==> src/rtl/sbox_sched_pkg.sv <==
`default_nettype none
// ============================================================================
// Module      : sbox_sched_pkg
// Description : Shared types and constants for the masked S-box layer
//               scheduler: FSM state encoding, nibble width and the
//               {valid, idx} tag carried alongside the S-box pipeline.
// Revision    : 1.0 - initial release
// ============================================================================
package sbox_sched_pkg;

    localparam int NIBBLE_W = 4;
    localparam int c_IDX_W  = 4;

    // Scheduler FSM states
    typedef logic [1:0] state_t;
    localparam state_t c_ST_IDLE  = 2'd0;
    localparam state_t c_ST_ISSUE = 2'd1;
    localparam state_t c_ST_DRAIN = 2'd2;
    localparam state_t c_ST_DONE  = 2'd3;

    // Tag travelling in lock-step with one S-box lookup
    typedef struct packed {
        logic               valid;
        logic [c_IDX_W-1:0] idx;
    } tag_t;

endpackage
`default_nettype wire

==> src/rtl/sbox_tag_pipe.sv <==
`default_nettype none
// ============================================================================
// Module      : sbox_tag_pipe
// Description : LATENCY-deep shift register of {valid, idx} tags that mirrors
//               the register stages of the external masked S-box, so the
//               tag at the output belongs to the S-box output shares.
// Revision    : 1.0 - initial release
// ============================================================================
module sbox_tag_pipe
    import sbox_sched_pkg::*;
#(
    parameter int LATENCY = 9
) (
    input  logic clk,
    input  logic rst,
    input  tag_t tag_in,
    output tag_t tag_out,
    output logic any_valid
);

    tag_t [LATENCY-1:0] r_stage;

    // Shift one tag per cycle; stage 0 takes the tag of this cycle's issue
    always_ff @(posedge clk or posedge rst) begin
        if (rst) begin
            r_stage <= '0;
        end else begin
            r_stage[0] <= tag_in;
            for (int i = 1; i < LATENCY; i++) begin
                r_stage[i] <= r_stage[i-1];
            end
        end
    end

    // Flag any lookup still in flight in the S-box
    always_comb begin
        any_valid = 1'b0;
        for (int i = 0; i < LATENCY; i++) begin
            any_valid = any_valid | r_stage[i].valid;
        end
    end

    assign tag_out = r_stage[LATENCY-1];

endmodule
`default_nettype wire

==> src/rtl/sbox_layer_scheduler.sv <==
`default_nettype none
// ============================================================================
// Module      : sbox_layer_scheduler
// Description : Feeds the nibbles of a two-share state through an external
//               pipelined masked S-box one per cycle (only when fresh
//               randomness is available), collects the output shares by tag
//               and pulses done when the whole layer is substituted.
//               Optional macro SBOX_SCHED_ZEROIZE_EN: clear the result and
//               the latched input once the done cycle has passed.
// Revision    : 1.0 - initial release
// ============================================================================
module sbox_layer_scheduler
    import sbox_sched_pkg::*;
#(
    parameter int LATENCY = 9,
    parameter int NIBBLES = 16,
    parameter int FRESH_W = 17
) (
    input  logic                        clk,
    input  logic                        rst,
    input  logic                        start,
    output logic                        ready,
    input  logic [NIBBLE_W*NIBBLES-1:0] state_s0,
    input  logic [NIBBLE_W*NIBBLES-1:0] state_s1,
    input  logic [FRESH_W-1:0]          rnd_in,
    input  logic                        rnd_valid,
    output logic [NIBBLE_W-1:0]         SI_s0,
    output logic [NIBBLE_W-1:0]         SI_s1,
    output logic [FRESH_W-1:0]          Fresh,
    input  logic [NIBBLE_W-1:0]         SO_s0,
    input  logic [NIBBLE_W-1:0]         SO_s1,
    output logic [NIBBLE_W*NIBBLES-1:0] result_s0,
    output logic [NIBBLE_W*NIBBLES-1:0] result_s1,
    output logic                        done,
    output logic                        rnd_starve
);

    localparam int                 c_STATE_W  = NIBBLE_W * NIBBLES;
    localparam logic [c_IDX_W-1:0] c_LAST_IDX = c_IDX_W'(NIBBLES - 1);

    state_t             r_state;
    state_t             w_state_nxt;
    logic [c_IDX_W-1:0] r_idx;
    logic [c_STATE_W-1:0] r_in_s0;
    logic [c_STATE_W-1:0] r_in_s1;
    logic [c_STATE_W-1:0] r_res_s0;
    logic [c_STATE_W-1:0] r_res_s1;
    logic               r_starve;
    logic               w_accept;
    logic               w_issue;
    logic               w_last_issue;
    logic               w_drain_done;
    logic               w_any_valid;
    logic               w_zeroize;
    tag_t               w_tag_in;
    tag_t               w_tag_out;

    assign w_accept     = (r_state == c_ST_IDLE) && start;
    assign w_issue      = (r_state == c_ST_ISSUE) && rnd_valid;
    assign w_last_issue = w_issue && (r_idx == c_LAST_IDX);
    // Tags leave in issue order, so the last nibble's tag ends the layer
    assign w_drain_done = (r_state == c_ST_DRAIN) && w_tag_out.valid &&
                          (w_tag_out.idx == c_LAST_IDX);
    assign w_tag_in     = '{valid: w_issue, idx: r_idx};

`ifdef SBOX_SCHED_ZEROIZE_EN
    assign w_zeroize = (r_state == c_ST_DONE);
`else
    assign w_zeroize = 1'b0;
`endif

    sbox_tag_pipe #(
        .LATENCY (LATENCY)
    ) u_tag_pipe (
        .clk       (clk),
        .rst       (rst),
        .tag_in    (w_tag_in),
        .tag_out   (w_tag_out),
        .any_valid (w_any_valid)
    );

    // FSM state register
    always_ff @(posedge clk or posedge rst) begin
        if (rst) begin
            r_state <= c_ST_IDLE;
        end else begin
            r_state <= w_state_nxt;
        end
    end

    // FSM next-state logic
    always_comb begin
        w_state_nxt = r_state;
        case (r_state)
            c_ST_IDLE:  if (start)        w_state_nxt = c_ST_ISSUE;
            c_ST_ISSUE: if (w_last_issue) w_state_nxt = c_ST_DRAIN;
            c_ST_DRAIN: if (w_drain_done) w_state_nxt = c_ST_DONE;
            c_ST_DONE:                    w_state_nxt = c_ST_IDLE;
            default:                      w_state_nxt = c_ST_IDLE;
        endcase
    end

    // Latch the input shares on acceptance and step the issue index
    always_ff @(posedge clk or posedge rst) begin
        if (rst) begin
            r_in_s0 <= '0;
            r_in_s1 <= '0;
            r_idx   <= '0;
        end else if (w_accept) begin
            r_in_s0 <= state_s0;
            r_in_s1 <= state_s1;
            r_idx   <= '0;
        end else if (w_zeroize) begin
            r_in_s0 <= '0;
            r_in_s1 <= '0;
        end else if (w_issue) begin
            r_idx   <= r_idx + 1'b1;
        end
    end

    // Write each returning S-box output into the nibble named by its tag
    always_ff @(posedge clk or posedge rst) begin
        if (rst) begin
            r_res_s0 <= '0;
            r_res_s1 <= '0;
        end else if (w_zeroize) begin
            r_res_s0 <= '0;
            r_res_s1 <= '0;
        end else if (w_tag_out.valid) begin
            r_res_s0[NIBBLE_W*int'(w_tag_out.idx) +: NIBBLE_W] <= SO_s0;
            r_res_s1[NIBBLE_W*int'(w_tag_out.idx) +: NIBBLE_W] <= SO_s1;
        end
    end

    // Sticky starvation flag, re-armed by each accepted layer
    always_ff @(posedge clk or posedge rst) begin
        if (rst) begin
            r_starve <= 1'b0;
        end else if (w_accept) begin
            r_starve <= 1'b0;
        end else if (!rnd_valid && (w_any_valid || (r_state == c_ST_ISSUE))) begin
            r_starve <= 1'b1;
        end
    end

    // Drive the current nibble shares only on real issue cycles
    always_comb begin
        SI_s0 = '0;
        SI_s1 = '0;
        if (w_issue) begin
            SI_s0 = r_in_s0[NIBBLE_W*int'(r_idx) +: NIBBLE_W];
            SI_s1 = r_in_s1[NIBBLE_W*int'(r_idx) +: NIBBLE_W];
        end
    end

    assign Fresh      = ((r_state == c_ST_ISSUE) || (r_state == c_ST_DRAIN)) ? rnd_in : '0;
    assign ready      = (r_state == c_ST_IDLE);
    assign done       = (r_state == c_ST_DONE);
    assign result_s0  = r_res_s0;
    assign result_s1  = r_res_s1;
    assign rnd_starve = r_starve;

endmodule
`default_nettype wire

==> config.mk <==
export PLATFORM = sky130hd
export DESIGN_NAME = sbox_layer_scheduler
export DESIGN_NICKNAME = d
export VERILOG_FILES = /design/src/rtl/sbox_sched_pkg.sv /design/src/rtl/sbox_tag_pipe.sv /design/src/rtl/sbox_layer_scheduler.sv
export SDC_FILE = /design/constraint.sdc
export NUM_CORES = 1
export LEC_CHECK = 0
export ABC_AREA = 1
export CORE_ASPECT_RATIO = 1.4
export CORE_MARGIN = 8
export CORE_UTILIZATION = 49
export DETAILED_ROUTE_END_ITERATION = 16
export GPL_TIMING_DRIVEN = 1
export PLACE_DENSITY = 0.79
export REMOVE_ABC_BUFFERS = 1
export SLEW_MARGIN = 40
export SYNTH_ARGS = -nofsm -noshare
export SYNTH_HDL_FRONTEND = slang
export SYNTH_SLANG_ARGS = --single-unit
export TNS_END_PERCENT = 10
==> constraint.sdc <==
create_clock -name clk -period 15.2 [get_ports clk]
set_input_delay 3.04 -clock clk [delete_from_list [all_inputs] [get_ports clk]]
set_output_delay 3.04 -clock clk [all_outputs]
set_load 0.005 [all_outputs]
### Word level (Yosys, flattened, before mapping)

Index checks and enable logic that the tools add are counted.

* mux-type cells: 13
* eq/ne operators: 8
* shifts and indexed selects: 5
* reductions and logical operators: 13
* $add $sub $neg: 2
* bitwise logic cells: 8

Operator list (number)
* $bwmux 64: 2
* $shiftx 4x33->64: 2
* $shiftx 64x7->4: 2
* $shift 4x33->64 const A: 1
* $neg 6->33: 1
* $mux 17: 1
* $mux 4: 4
* $eq 4x4->1 const B: 2
* $or 1x1->1: 8
* $pmux 2 s4: 1
* $logic_and 1x1->1: 6
* $mux 2: 3
* $ne 2x2->1 const B: 3
* $add 4x1->4 const B: 1
* $eq 2x2->1 const B: 2
* $reduce_bool 2->1: 2
* $reduce_and 3->1: 1
* $eq 2x1->1 const B: 1
* $logic_not 2->1: 1
* $logic_or 1x1->1: 2
* $mux 1: 2
* $logic_not 1->1: 1

* output and inout port bits: 156
* word-level logic and storage cells: 74
* bits of input ports: 157
* register bits after elaboration: 308

### Depth between registers and ports, before layout

Gate-level depths: netlist (run 1).

* depth after elaboration: 12
* depth in mapped cells: 12
* depth with buffers taken out: 10

### Cells and area by module

Synthesis (run 1) repeated with hierarchy kept, for this count alone.

* cell total of the unflattened synthesis: 1631
* area total of the unflattened synthesis: 13471.7 µm²

By module, submodules not included
* sbox_layer_scheduler: sequential area each 6581.3 µm², cells an instance 1573, times used 1, area an instance 12274.3 µm²
* sbox_tag_pipe: sequential area each 1126.1 µm², cells an instance 58, times used 1, area an instance 1197.4 µm²

### Worst setup path after synthesis (run 1)

Ideal clock, no wire load.

* path kind: input port to output port
* start: input port rnd_valid
* end: output port SI_s0[0]
* data arrival time: 3.459 ns
* setup slack: 8.701 ns
* stages: 3
* data required time: 12.160 ns
* buffers on the path: 1
* cell sequence: nand2_1 -> clkbuf_1 -> a21oi_1

* longest elaborated chain between the ends: 2

RTL lines
* from (decl): line sbox_layer_scheduler.sv:26 `input logic rnd_valid,`
* $logic_and 1x1->1: line sbox_layer_scheduler.sv:59 `assign w_issue = (r_state == c_ST_ISSUE) && rnd_valid;`
* $mux 4: line sbox_layer_scheduler.sv:150 `if (w_issue) begin`
* to (decl): line sbox_layer_scheduler.sv:27 `output logic [NIBBLE_W-1:0] SI_s0,`

Every way passes these cells.

### Worst setup path after layout (run 1)

* start: input port rnd_valid
* end: output port SI_s0[3]

Same word-level chain as after synthesis.

==> flow_summary.yaml, run 1 <==
setup_path:
  critPathRequiredTime_ps: 12160
  worstReg2RegStart: "u_tag_pipe.tag_out[0]$_DFF_PP0_"
  critPathCaptureType: "output port"
  startpoint: "rnd_valid"
  crit_path_max_fanout: 12
  reg2reg_slack_ps: 12360
  crit_slowest_cell: "clkdlybuf4s50_1"
  startpoint_type: "input port"
  max_stage_delay_ps: 540
  arrival_ps: 4680
  reg2reg_depth: 8
  path_buf_inv: 2
  path_delay_family: "buffers and inverters"
  worst_r2r_endpoint: "result_s0[37]$_DFFE_PP0P_"
  cp.depth: 4
  path_cells: "clkdlybuf4s50_1, nand2_1, a21oi_1, clkdlybuf4s50_1"
  crit_type: "in2out"
  crit_top_cell: "clkdlybuf4s50_1"
clock_tree:
  clk_pin_slew_worst_paths_ps: 60
  postCtsSetupRepairBufs: 0
  ctsResizeCount: 0
  root_buffer: "clkbuf_16"
  ctsHoldBuffers: 0
  cts.sink_count: 308
  htreeDepth: 1
  cts_buffers: 30
  clockBufferDepth: 3
  cts_tree: "yes"
  worstSkewPairLatency_ps: 560
placement:
  port_buffers: 312
  gp_congestion: 0.891
  dpl.hpwl_mm: 26.3
yosys:
  seq_area_frac_synth: 0.572
  synth_top_area_cell: "dfrtp_1"
  synthCells: 1587
  synthTopCellsByArea: "dfrtp_1 57%, nand2_1 15%, o21ai_0 5.9%"
  synth_cell_types: 31
  syn_avg_cell_area_sq_um: 8.49
  synth_area_sq_um: 13500
  yosysWarnings: 0
  ys_seq_elements: 308
  synth.top_cell.area_share: 0.572
final_layout:
  fin_nets: 2022
  layout-drive-gt1-share: 0.0697
  fill_cells: 2278
  seq_area_sq_um: 7710
  multi_input_comb_area_sq_um: 4680
  area_growth_syn_to_layout_pct: 32.2
drt:
  dr.pass1.iters: 5
  wirelength_mm: 37.0
  avgRoutedWirePerCell_um: 16.4
  drc: 0
  vias: 11500
  drt-vias-per-instance: 5.09
  drtIter0Drc: 757
  drtAntennaViolNets: 0
sta:
  rsz0062_at_grt: "no"
  slew_headroom: 0.488
  drv_slew: 0
  hold_viol: 0
  clock.fmax_mhz: 130
  final.setup.tns_ps: 0
  worstMarginPinSlew_ps: 769
  fin_crit_sh: 0.508
  fin_skew_ps: 17.6
  setup_viol: 0
  period_needed_ps: 7720
floorplan:
  die-width_um: 156
  initial_core_util: 0.492
  rows: 72
  die_h_um: 212
  core_area_sq_um: 27400
  io_pins: 313
  die_area_sq_um: 33100
global_routing:
  grt_pass1_vias: 11400
  grt_max_degree: 155
  gr-total-overflow: 0
  antenna_found_initial: 2
  grt_usage: 0.218
  grt_pass1_wl_mm: 58.3
hold_path:
  min_to: "u_tag_pipe.r_stage[36]$_DFF_PP0_"
  min-delay-start: "u_tag_pipe.r_stage[31]$_DFF_PP0_"
  hp-class: "reg2reg"
  min_path_cells: 0
run_status:
  status: "complete, no violations"
pwr:
  p_per_area_nw_per_um2: 197
  p_total_mw: 3.51
  leakage_nw: 8.50
  irDropWorstVdd_uv: 117
run:
  maxCapViolations: 0
==> metrics by stage <==
stage,worst slack [ps],hold WS (ps),utilization,instance area [sq um],instances
finish,7480,345,0.651,17800,2251
global placement,7590,332,0.611,16700,2195
CTS,7510,349,0.650,17800,2250
detailed placement,7520,335,0.612,16800,2195
floorplan,3640,331,-,13100,1505
global route,7450,355,0.651,17800,2251
==> flip-flops by register name, summed over array words and instances (netlist names) <==
register            cells
r_idx                   4
result_s1              64
r_in_s1                64
u_tag_pipe.tag_out      5
result_s0              64
r_state                 2
rnd_starve              1
u_tag_pipe.r_stage     40
r_in_s0                64
==> per-layer routing <==
metal	wire, um	track usage
met1	14100	0.255
met2	18100	0.374
met3	3280	0.0517
met4	1510	0.102
met5	13	0
==> synthesized netlist by cell type, drive strengths merged <==
cell type	count
dfrtp	308
a21oi	11
inv	185
nand2	562
nand4	4
o21ai	220
o211ai	1
clkinv	2
buf	30
nor3	4
nand3	154
clkbuf	52
ha	8
a211oi	1
nor2	44
or2	1
==> power by group <==
group / total, mW / switching [mW] / internal, mW
clock network: 0.783 / 0.306 / 0.477
registers: 1.30 / 0.150 / 1.15
logic: 1.43 / 0.837 / 0.588
==> how the worst max path moves through the flow <==
stage | end | slack [ps]
detailed placement | SI_s0[3] | 7520
floorplan | r_idx[0]$_DFFE_PP0P_ | 3640
finish | SI_s0[3] | 7480
CTS | SI_s0[3] | 7510
global route | SI_s1[3] | 7450
global placement | SI_s0[0] | 7590
==> area by class of cell <==
type | instances | share of cell area
sequential | 308 | 0.433
inverter | 187 | 0.0406
multi-input combinational | 1010 | 0.263
tap | 370 | 0.0260
timing repair buffer | 320 | 0.179
clock buffer | 44 | 0.0485
antenna | 1 | 0.000140
clock inverter | 11 | 0.0102
==> placed cells by master (no fill, tap or decap), types with 2 or more instances in the layout <==
master / count
nand3_2: 3
nor2_4: 6
buf_4: 5
inv_2: 8
nor3_4: 2
buf_6: 2
nor3_1: 2
clkdlybuf4s50_1: 312
nand3_4: 3
inv_1: 175
o21ai_0: 158
o21ai_1: 32
clkbuf_8: 5
nand2_2: 11
o21ai_2: 30
nand3_1: 148
ha_1: 8
clkbuf_1: 9
nor2_2: 4
nand2_1: 547
dfrtp_1: 307
clkinv_2: 5
a21oi_1: 11
clkbuf_16: 31
nand4_1: 2
nand2_4: 4
bufinv_16: 5
clkinv_1: 2
nand4_2: 2
nor2_1: 34
==> logic make-up after synthesis <==
group / after synthesis / share of synthesized area
simple gates: 769 / 0.244
flops: 308 / 0.572
fa+ha+maj: 8 / 0.00743
buf+inv: 269 / 0.0815
compound gates: 233 / 0.0953
No activity file was read; power rests on OpenSTA's default activity.
==> run 2: changes to the inputs <==
==> constraint.sdc (replaced) <==
create_clock -name clk -period 8.1 [get_ports clk]
set_input_delay 1.62 -clock clk [delete_from_list [all_inputs] [get_ports clk]]
set_output_delay 1.62 -clock clk [all_outputs]
set_load 0.005 [all_outputs]
==> flow_summary.yaml, run 2 (synthesis gave the netlist of run 1 again) <==
run_status:
  status: "complete, no violations"
global_routing:
  grt_usage: 0.221
  grt_max_degree: 161
  grt_pass1_wl_mm: 59.4
  antenna_found_initial: 1
  gr-total-overflow: 0
  grt_pass1_vias: 11400
drt:
  avgRoutedWirePerCell_um: 16.4
  drc: 0
  dr.pass1.iters: 5
  vias: 11400
  wirelength_mm: 36.9
  drtAntennaViolNets: 0
  drt-vias-per-instance: 5.08
  drtIter0Drc: 761
setup_path:
  crit_path_max_fanout: 12
  reg2reg_depth: 8
  crit_slowest_cell: "clkdlybuf4s50_1"
  crit_top_cell: "clkdlybuf4s50_1"
  path_cells: "clkdlybuf4s50_1, nand2_1, a21oi_1, clkdlybuf4s50_1"
  critPathCaptureType: "output port"
  crit_type: "in2out"
  critPathRequiredTime_ps: 6480
  startpoint_type: "input port"
  max_stage_delay_ps: 540
  arrival_ps: 3280
sta:
  setup_viol: 0
  whs_ps: 344
  fin_skew_ps: 13.0
  clock.fmax_mhz: 204
  slew_headroom: 0.479
  final.setup.tns_ps: 0
  rsz0062_at_grt: "no"
  period_needed_ps: 4900
  layout_setup_ws_ps: 3200
  drv_slew: 0
  worstMarginPinSlew_ps: 779
  fin_crit_sh: 0.605
  hold_viol: 0
clock_tree:
  worstSkewPairLatency_ps: 560
  postCtsSetupRepairBufs: 0
  cts_tree: "yes"
  clk_pin_slew_worst_paths_ps: 60
  clockBufferDepth: 3
  cts_buffers: 30
  ctsHoldBuffers: 0
  ctsResizeCount: 0
  htreeDepth: 1
  root_buffer: "clkbuf_16"
  cts.sink_count: 308
placement:
  pre_cts_slack_ps: 3220
  placed_cell_area_sq_um: 16800
  port_buffers: 312
  placedCellCount: 2194
  gp_congestion: 0.885
  dpl.hpwl_mm: 25.9
pwr:
  internal_power_mw: 4.15
  p_clk_frac: 0.223
  p_total_mw: 6.58
  irDropWorstVdd_uv: 253
  pwr-share-seq: 0.371
  netSwitchingFraction: 0.370
  p_per_area_nw_per_um2: 368
  netSwitchingPower_mw: 2.43
  leakage_nw: 8.51
  combPwrFrac: 0.406
final_layout:
  post-route-util: 0.652
  most-common-layout-cells: "547 x nand2_1, 312 x clkdlybuf4s50_1, 307 x dfrtp_1"
  fin_cells: 2251
  layout-drive-gt1-share: 0.0718
  area_growth_syn_to_layout_pct: 32.6
  fin_nets: 2023
  final_area_sq_um: 17900
  final_common_cell: "nand2_1"
floorplan:
  die_h_um: 212
  rows: 72
  core_area_sq_um: 27400
  die-width_um: 156
  io_pins: 313
  initial_core_util: 0.492
  die_area_sq_um: 33100
run:
  maxCapViolations: 0
hold_path:
  min_path_cells: 0
  hp-class: "reg2reg"
-- run 2: changes by cell type in the layout (fill, tap and decap cells not counted), sizes merged --
cell	delta
clkbuf	-6
buf	+2
clkinvlp	+2
clkinv	+1
inv	+1
-- run 2: final cells by class --
class                   instances  area, sq um
inverters                     187          726
clock inverters                15          223
flip-flops and latches        308         7710
well taps                     370          463
diodes                          1         2.50
multi-input cells            1010         4680
fillers                      2267         9520
repair buffers                321         3240
clock buffers                  39          825
-- run 2: routing by layer --
layer | vias up | wire (um) | part of all wire | GRT usage
li1 | 5514 | - | - | -
met1 | 5383 | 14000 | 0.38 | 0.261
met2 | 461 | 18400 | 0.50 | 0.387
met3 | 83 | 3180 | 0.086 | 0.0490
met4 | 0 | 1380 | 0.037 | 0.0847
met5 | - | 0 | 0 | 0
-- run 2: worst max-delay path: cells and delay by family --
family          cells  cell delay, ps
buf+inv             2            1030
simple gates        1             320
compound gates      1             300
-- run 2: final timing paths --
check / slack, ps / start / end
setup / recovery: 3200 / rnd_valid / SI_s1[2]
hold / removal: 340 / u_tag_pipe.r_stage[37]$_DFF_PP0_ / u_tag_pipe.tag_out[2]$_DFF_PP0_
setup reg to reg: 5160 / u_tag_pipe.tag_out[0]$_DFF_PP0_ / result_s1[37]$_DFFE_PP0P_
hold reg to reg: 340 / u_tag_pipe.r_stage[37]$_DFF_PP0_ / u_tag_pipe.tag_out[2]$_DFF_PP0_
max in group asynchronous: 5150 / rst / r_in_s1[42]$_DFFE_PP0P_
min in group asynchronous: 1620 / rst / result_s1[46]$_DFFE_PP0P_
-- run 2: power by group through the flow --
| stage | sequential, mW | combinational (mW) | clock (mW) |
|---|---|---|---|
| after floorplan | 2.47 | 1.44 | 0 |
| after global placement | 2.44 | 2.59 | 0 |
| after detailed placement | 2.46 | 2.67 | 0 |
| after CTS | 2.44 | 2.69 | 1.50 |
| after global routing | 2.51 | 2.98 | 1.57 |
| final | 2.44 | 2.67 | 1.47 |
==> run 3: changes to the inputs <==
==> constraint.sdc (replaced) <==
create_clock -name clk -period 4.8 [get_ports clk]
set_input_delay 0.96 -clock clk [delete_from_list [all_inputs] [get_ports clk]]
set_output_delay 0.96 -clock clk [all_outputs]
set_load 0.005 [all_outputs]
==> flow_summary.yaml, run 3 (synthesis gave the netlist of run 1 again) <==
run_status:
  status: "complete, no violations"
clock_tree:
  ctsResizeCount: 0
  clockBufferDepth: 3
  clk_pin_slew_worst_paths_ps: 60
  ctsHoldBuffers: 0
  worstSkewPairLatency_ps: 560
  root_buffer: "clkbuf_16"
  postCtsSetupRepairBufs: 0
  cts_tree: "yes"
  htreeDepth: 1
  cts.sink_count: 308
  cts_buffers: 30
final_layout:
  post-route-util: 0.653
  most-common-layout-cells: "547 x nand2_1, 312 x clkdlybuf4s50_1, 307 x dfrtp_1"
  area_growth_syn_to_layout_pct: 32.7
  final_common_cell: "nand2_1"
  layout-drive-gt1-share: 0.0728
  final_area_sq_um: 17900
  fin_nets: 2026
drt:
  drc: 0
  drtIter0Drc: 644
  vias: 11500
  avgRoutedWirePerCell_um: 16.6
  drt-vias-per-instance: 5.12
  drtAntennaViolNets: 0
  wirelength_mm: 37.5
  dr.pass1.iters: 5
setup_path:
  arrival_ps: 3120
  startpoint_type: "flop"
  critPathRequiredTime_ps: 3840
  critPathCaptureType: "output port"
  crit_type: "reg2out"
  crit_path_max_fanout: 50
sta:
  setup_viol: 0
  whs_ps: 346
  worstMarginPinSlew_ps: 846
  drv_slew: 0
  rsz0062_at_grt: "no"
  slew_headroom: 0.434
  final.setup.tns_ps: 0
  hold_viol: 0
  period_needed_ps: 4080
  fin_skew_ps: 15.3
  clock.fmax_mhz: 245
  fin_crit_sh: 0.850
global_routing:
  gr-total-overflow: 0
  grt_pass1_vias: 11600
  antenna_found_initial: 2
  grt_pass1_wl_mm: 59.6
  grt_usage: 0.222
  grt_max_degree: 117
floorplan:
  rows: 72
  initial_core_util: 0.492
  die_area_sq_um: 33100
  die_h_um: 212
  die-width_um: 156
  core_area_sq_um: 27400
  io_pins: 313
placement:
  dpl.hpwl_mm: 27.0
  gp_congestion: 0.892
  placed_cell_area_sq_um: 16800
  port_buffers: 312
pwr:
  p_total_mw: 11.1
  leakage_nw: 8.52
  irDropWorstVdd_uv: 373
  p_per_area_nw_per_um2: 624
hold_path:
  hp-class: "reg2reg"
run:
  maxCapViolations: 0
-- run 3: final cells by class --
cell class / instances / area (sq um)
Clock buffer: 44 / 905
Sequential cell: 308 / 7710
Antenna cell: 2 / 5.00
Fill cell: 2280 / 9510
Tap cell: 370 / 463
Timing Repair Buffer: 324 / 3250
Inverter: 187 / 721
Clock inverter: 9 / 150
Multi-Input combinational cell: 1010 / 4680
-- run 3: worst paths after layout --
check / depth (start not counted) / from / slack [ps] / endpoint
setup reg to reg: 8 / u_tag_pipe.tag_out[0]$_DFF_PP0_ / 1920 / result_s0[39]$_DFFE_PP0P_
max in group asynchronous: 3 / rst / 3050 / r_in_s1[42]$_DFFE_PP0P_
setup / recovery: 10 / r_idx[0]$_DFFE_PP0P_ / 720 / SI_s1[2]
hold reg to reg: 0 / u_tag_pipe.r_stage[27]$_DFF_PP0_ / 350 / u_tag_pipe.r_stage[32]$_DFF_PP0_
hold / removal: 0 / u_tag_pipe.r_stage[27]$_DFF_PP0_ / 350 / u_tag_pipe.r_stage[32]$_DFF_PP0_
min in group asynchronous: 2 / rst / 890 / result_s0[12]$_DFFE_PP0P_
-- run 3: routing by layer --
layer  track usage  vias up  part of all wire
li1              -     5509                 -
met2         0.390      487              0.50
met1         0.259     5451              0.38
met5             0        -           0.00035
met3        0.0464       82             0.083
met4        0.0941        2             0.038
-- run 3: worst max-delay path: stages, from the launching register on --
cell             delay, ps
dfrtp_2                370
clkinv_2               560
buf_4                  440
nand2_1                 80
nand3_1                 60
nand2_1                 70
nand2_1                 40
nand2_1                 80
inv_1                   50
a21oi_1                240
clkdlybuf4s50_1        560
-- run 3: metrics by stage --
step	instances	worst slack, ps
finish	2254	720
CTS	2252	737
floorplan	1505	-4680
detailed placement	2199	1130
global placement	2199	1160
global route	2253	505
-- run 3: where the power goes --
| part | leakage [nW] | switching (mW) | internal (mW) |
|---|---|---|---|
| clock network | 0.514 | 0.980 | 1.51 |
| logic | 4.59 | 2.66 | 1.88 |
| registers | 3.42 | 0.474 | 3.65 |
